==> config.mk <==
export PLATFORM = sky130hd
export DESIGN_NAME = dmem_arbiter
export DESIGN_NICKNAME = d
export VERILOG_FILES = /design/src/rtl/dmem_arbiter.sv
export SDC_FILE = /design/constraint.sdc
export NUM_CORES = 1
export LEC_CHECK = 0
export ABC_AREA = 0
export CAP_MARGIN = 0
export CORE_MARGIN = 2
export CORE_UTILIZATION = 38
export CTS_CLUSTER_SIZE = 30
export DETAILED_ROUTE_END_ITERATION = 10
export GPL_ROUTABILITY_DRIVEN = 0
export GPL_TIMING_DRIVEN = 0
export PLACE_DENSITY = 0.85
export SYNTH_ARGS = -nofsm -noshare
export SYNTH_HDL_FRONTEND = slang
export SYNTH_SLANG_ARGS = --single-unit
==> constraint.sdc <==
create_clock -name clock -period 1.6 [get_ports clock]
set_input_delay 0.16 -clock clock [delete_from_list [all_inputs] [get_ports clock]]
set_output_delay 0.16 -clock clock [all_outputs]
set_load 0.05 [all_outputs]
==> src/rtl/dmem_arbiter.sv <==
// Two-master (core / secondary) round-robin arbiter in front of a fixed-latency data memory.
// Optional DMEM_ARBITER_BURST_LOCK_EN adds d_lock so the secondary master can keep winning ties.
module dmem_arbiter #(
    parameter int LATENCY = 1
) (
    input  logic        clock,
    input  logic        reset,
    input  logic        c_req,
    input  logic [15:0] c_address,
    input  logic [7:0]  c_o_data,
    input  logic        c_we,
    output logic [7:0]  c_i_data,
    output logic        c_ready,
    input  logic        d_req,
    input  logic [15:0] d_address,
    input  logic [7:0]  d_o_data,
    input  logic        d_we,
    output logic [7:0]  d_i_data,
    output logic        d_ready,
`ifdef DMEM_ARBITER_BURST_LOCK_EN
    input  logic        d_lock,
`endif
    output logic [15:0] m_address,
    output logic [7:0]  m_o_data,
    output logic        m_we,
    input  logic [7:0]  m_i_data
);

    localparam logic [3:0] LAT4 = 4'(LATENCY);

    typedef enum logic {IDLE, ACCESS} state_t;

    state_t     state, state_nxt;
    logic [3:0] cnt;
    logic       last;     // last granted master: 0 core, 1 secondary
    logic       gnt;      // master owning the current access
    logic       wr;       // current access is a write
    logic       grant, sel, done, burst;

`ifdef DMEM_ARBITER_BURST_LOCK_EN
    assign burst = d_lock;
`else
    assign burst = 1'b0;
`endif

    always_comb begin
        state_nxt = state;
        grant     = 1'b0;
        done      = 1'b0;
        sel       = gnt;
        case (state)
            IDLE: begin
                if (c_req || d_req) begin
                    grant     = 1'b1;
                    state_nxt = ACCESS;
                    if (c_req && d_req)
                        sel = (last && burst) ? 1'b1 : ~last;
                    else
                        sel = d_req;
                end
            end
            ACCESS: begin
                if (cnt == 4'd1) begin
                    done      = 1'b1;
                    state_nxt = IDLE;
                end
            end
            default: state_nxt = IDLE;
        endcase
    end

    always_ff @(posedge clock or posedge reset) begin
        if (reset)
            state <= IDLE;
        else
            state <= state_nxt;
    end

    always_ff @(posedge clock or posedge reset) begin
        if (reset) begin
            cnt       <= 4'd0;
            last      <= 1'b1;
            gnt       <= 1'b0;
            wr        <= 1'b0;
            m_address <= 16'h0000;
            m_o_data  <= 8'h00;
            m_we      <= 1'b0;
            c_i_data  <= 8'h00;
            d_i_data  <= 8'h00;
            c_ready   <= 1'b0;
            d_ready   <= 1'b0;
        end else begin
            // write strobe and ready are single-cycle pulses
            m_we    <= 1'b0;
            c_ready <= 1'b0;
            d_ready <= 1'b0;
            if (grant) begin
                gnt       <= sel;
                cnt       <= LAT4;
                wr        <= sel ? d_we : c_we;
                m_address <= sel ? d_address : c_address;
                m_o_data  <= sel ? d_o_data : c_o_data;
                m_we      <= sel ? d_we : c_we;
            end else if (state == ACCESS) begin
                cnt <= cnt - 4'd1;
            end
            if (done) begin
                last <= gnt;
                if (gnt) d_ready <= 1'b1;
                else     c_ready <= 1'b1;
                if (!wr) begin
                    if (gnt) d_i_data <= m_i_data;
                    else     c_i_data <= m_i_data;
                end
            end
        end
    end

endmodule

Yosys cells after proc, flatten, opt, wreduce, memory -nomap -nowiden
Cells that the tools add are included.
Operators by class
  add/sub/neg operators: 1
  equal/unequal tests: 1
  mux-type cells: 19
  bitwise operators: 4
  reductions and logical operators: 5
Operator list (number)
  16-bit 2-to-1 mux: 1
  1-bit 2-to-1 mux: 14
  4-bit 2-to-1 mux: 2
  8-bit 2-to-1 mux: 1
  3-bit AND reduction: 2
  4-bit by 1-bit equality test with 1-bit output, second input constant: 1
  1-bit inverter: 4
  4-bit by 1-bit subtractor with 4-bit output, second input constant: 1
  1-bit case mux with 2 select lines: 1
  2-bit nonzero test: 1
  1-bit logical AND: 1
  1-bit logical OR: 1
Word-level totals
  flip-flop bits (word level): 51
  input bits: 62
  output and inout bits: 43
  word-level logic and storage cells: 42

Logic depth before layout (Yosys ltp)
  depth after elaboration: 6
  gate-level depth with buffers: 6

Least setup slack after synthesis
No wires, ideal clock.
  path kind: reg2reg
  start: register cnt[1]
  end: register d_i_data[0]
  arrival time: 1.612 ns
  data required time: 1.475 ns
  slack: -0.138 ns
  cell stages (with the launch flop): 7
  buffers on the path: 1
  clock period less this slack: 1.738 ns
  path through: dfrtp_1 -> inv_1 -> ha_1 -> nand3b_4 -> or4b_4 -> buf_6 -> mux2_4
On the way
  longest elaborated chain between the ends: 4
RTL lines
  start: declaration: RTL line 34  | logic [3:0] cnt;
  start signal: assignment: RTL line 105  | cnt <= cnt - 4'd1;
  4-bit by 1-bit equality test with 1-bit output: RTL line 63  | if (cnt == 4'd1) begin
  1-bit 2-to-1 mux: RTL line 63
  1-bit 2-to-1 mux: RTL line 51  | case (state)
  3-bit AND reduction (no line)
  end signal: assignment: RTL line 112  | if (gnt) d_i_data <= m_i_data;
  end: declaration: RTL line 18  | output logic [7:0] d_i_data,
No other way between the ends.
A chain may end at the register's enable or synchronous reset.

Final worst setup path
  start: register cnt[1]
  end: register d_i_data[5]
Same word-level chain as after synthesis.

==> results.ini <==
[global_routing]
grt_max_degree = 27
overflow = 0
grt_pass1_vias = 2088
track_usage = 0.184
grt_pass1_wl_um = 10200
antenna_found_initial = 0

[synthesis]
post_synth_num_cell_types = 32
synth_seq_area_share = 0.534
synth_seq_cells = 51
synthFlopType = dfrtp_1
synth_cells = 215
synthesis.area_mm2 = 0.00239
synth-async-reset-ratio = 1.00
synth_area_per_cell_um2 = 11.1
synth-edff-count = 0
synth_nets = 279
yosysWarnings = 0

[sta]
finalHoldWorstSlack_ns = 0.223
slew-limit-headroom = 0.622
skew_ns = 0.00634
finalSetupTns_ns = -1.88
finalWorstSetupSlack_ns = -0.174
finalWorstPathRequiredPeriod_ns = 1.77
post-route-period-util = 1.11
rsz0062_at_grt = true
worst_slew_pin_slew_ns = 0.566
finalSetupViolations = 16
hold_viol = 0
max_freq_mhz = 564
drv_slew = 0

[cts]
clock-sinks = 51
clock-root-buffer = clkbuf_8
clock_path_buffers = 2
cts_buffers = 5
clk_pin_slew_ns = 0.09
cts_tree = done
h-tree-depth = 2
hold_buffers = 0
clkLatencyLatePin_ns = 0.31

[detailed_routing]
firstDrtPassIters = 4
vias = 2054
drt_iter0_markers = 47
drtAntennaViolNets = 0
wl_um = 6350
wl_per_cell_um = 15.7
route.detailed.drc = 0
vias_per_cell = 5.07

[layout]
final_cell_mix = clkdlybuf4s50_1 (61), dfrtp_1 (50), dlygate4sd2_1 (43)
synthToLayoutAreaGrowth_pct = 53.6
fillers = 522
drive_above_1_share = 0.221
nNetsFinal = 393
antennaDiodeCount = 0
final_common_cell = clkdlybuf4s50_1
finish.instance_area_mm2 = 0.00368
final_cell_count_no_fill = 405

[power_and_ir_drop]
ir_drop_mv = 1.18
power_per_cell_area_mw_per_mm2 = 1970
leakage_nw = 1.56
p_total_mw = 7.24

[floorplanning]
initial_core_util = 0.400
die_area_mm2 = 0.00695
ios = 105
core_area_mm2 = 0.00599
fp.dieH_um = 83.4
placementRows = 28
die_x_um = 83.4

[hold_path]
hold_class = input port to asynchronous set/reset pin

[job]
drv_cap = 0

[worst_setup_path]
path_max_fanout = 8
arrival_ns = 1.97
start_kind = flip-flop
worstSetupPathType = flip-flop to flip-flop
critPathCaptureType = flip-flop
crit_required_ns = 1.80

[outcome]
violations = negative setup slack
status = complete, but fails checks

[place]
placed_cell_area_mm2 = 0.00357
place_inst = 395
dp_hpwl_um = 4840
io_buffers = 104

-- what timing repair did --
action,CTS,global route
pin swaps,2,2
cloned,0,0
setup buffers,2,1
gates resized for setup,61,8
endpoints found under the setup margin,85,42
-- layer usage --
layer / up-vias / wire, um / global-route usage
met5: - / 0 / 0
met4: 0 / 89 / 0.0611
met3: 6 / 424 / 0.0517
met2: 65 / 3160 / 0.317
met1: 982 / 2670 / 0.222
li1: 1001 / - / -
-- where the power goes --
part           switching (mW)  internal (mW)  leakage (nW)
sequential              0.353           1.92         0.583
combinational            2.83           1.41         0.934
clock                   0.430          0.307        0.0412
-- registers in the layout (all words and copies together), names as in the netlist --
register and flops:
c_i_data 8, c_ready 1, cnt 4, d_i_data 8, d_ready 1, gnt 1
last 1, m_address 16, m_o_data 8, m_we 1, state 1, wr 1
-- path summary, 6_finish.rpt --
| check | start | end | slack [ns] | depth (start not counted) |
|---|---|---|---|---|
| max | cnt[1]$_DFFE_PP0P_ | d_i_data[5]$_DFFE_PP0P_ | -0.17 | 6 |
| min | reset | m_address[6]$_DFFE_PP0P_ | 0.22 | 2 |
| max reg2reg | cnt[1]$_DFFE_PP0P_ | d_i_data[5]$_DFFE_PP0P_ | -0.17 | 6 |
| min reg2reg | c_i_data[0]$_DFFE_PP0P_ | c_i_data[0]$_DFFE_PP0P_ | 0.50 | 1 |
| max in group asynchronous | reset | c_i_data[0]$_DFFE_PP0P_ | 0.84 | 3 |
| min in group clock | d_o_data[2] | m_o_data[2]$_DFFE_PP0P_ | 0.41 | 3 |
-- worst max-delay path, cell delays in order, from the launching register on --
cell	delay, ns
dfrtp_1	0.41
inv_2	0.08
ha_4	0.14
nand3b_4	0.08
or4b_4	0.50
buf_12	0.17
mux2_4	0.29
-- cell type report --
class	instances	area, um2	area share
sequential	51	1280	0.348
tap	75	93.8	0.0255
inverter	3	11.3	0.00306
buffer	18	138	0.0374
clock inverter	2	12.5	0.00340
clock buffer	6	72.6	0.0197
multi-input combinational	142	1040	0.283
timing repair buffer	108	1030	0.280
-- cells in the mapped netlist, types with 2 or more instances --
master / number / area, um2
inv_1: 3 / 11.3
nand3_1: 2 / 10.0
buf_6: 2 / 22.5
mux2_4: 8 / 120
mux2_2: 8 / 90.1
nor2_1: 27 / 101
nor3_1: 2 / 10.0
or3b_2: 21 / 184
a31oi_1: 25 / 156
or3b_1: 4 / 35.0
ha_1: 2 / 25.0
dfrtp_1: 50 / 1250
clkbuf_1: 16 / 60.1
o21ai_0: 27 / 135
-- logic make-up (layout without fill, tap and decap cells) --
kind of cell / Yosys count / after routing / synth area share
AND/OR/NAND/NOR: 65 / 65 / 0.179
buffers and inverters: 22 / 137 / 0.0413
flip-flops: 51 / 51 / 0.534
adder cells (fa/ha/maj): 2 / 2 / 0.0105
multiplexers: 18 / 18 / 0.0967
AO/OA/AOI/OAI: 57 / 57 / 0.139
-- stage by stage --
stage	worst slack (ns)	utilization
2_1_floorplan	-0.0885	-
3_3_place_gp	-0.714	0.593
3_5_place_dp	-0.338	0.596
4_1_cts	-0.177	0.612
5_1_grt	-0.225	0.614
6_report	-0.174	0.614
Power figures use the tool's default switching activity.
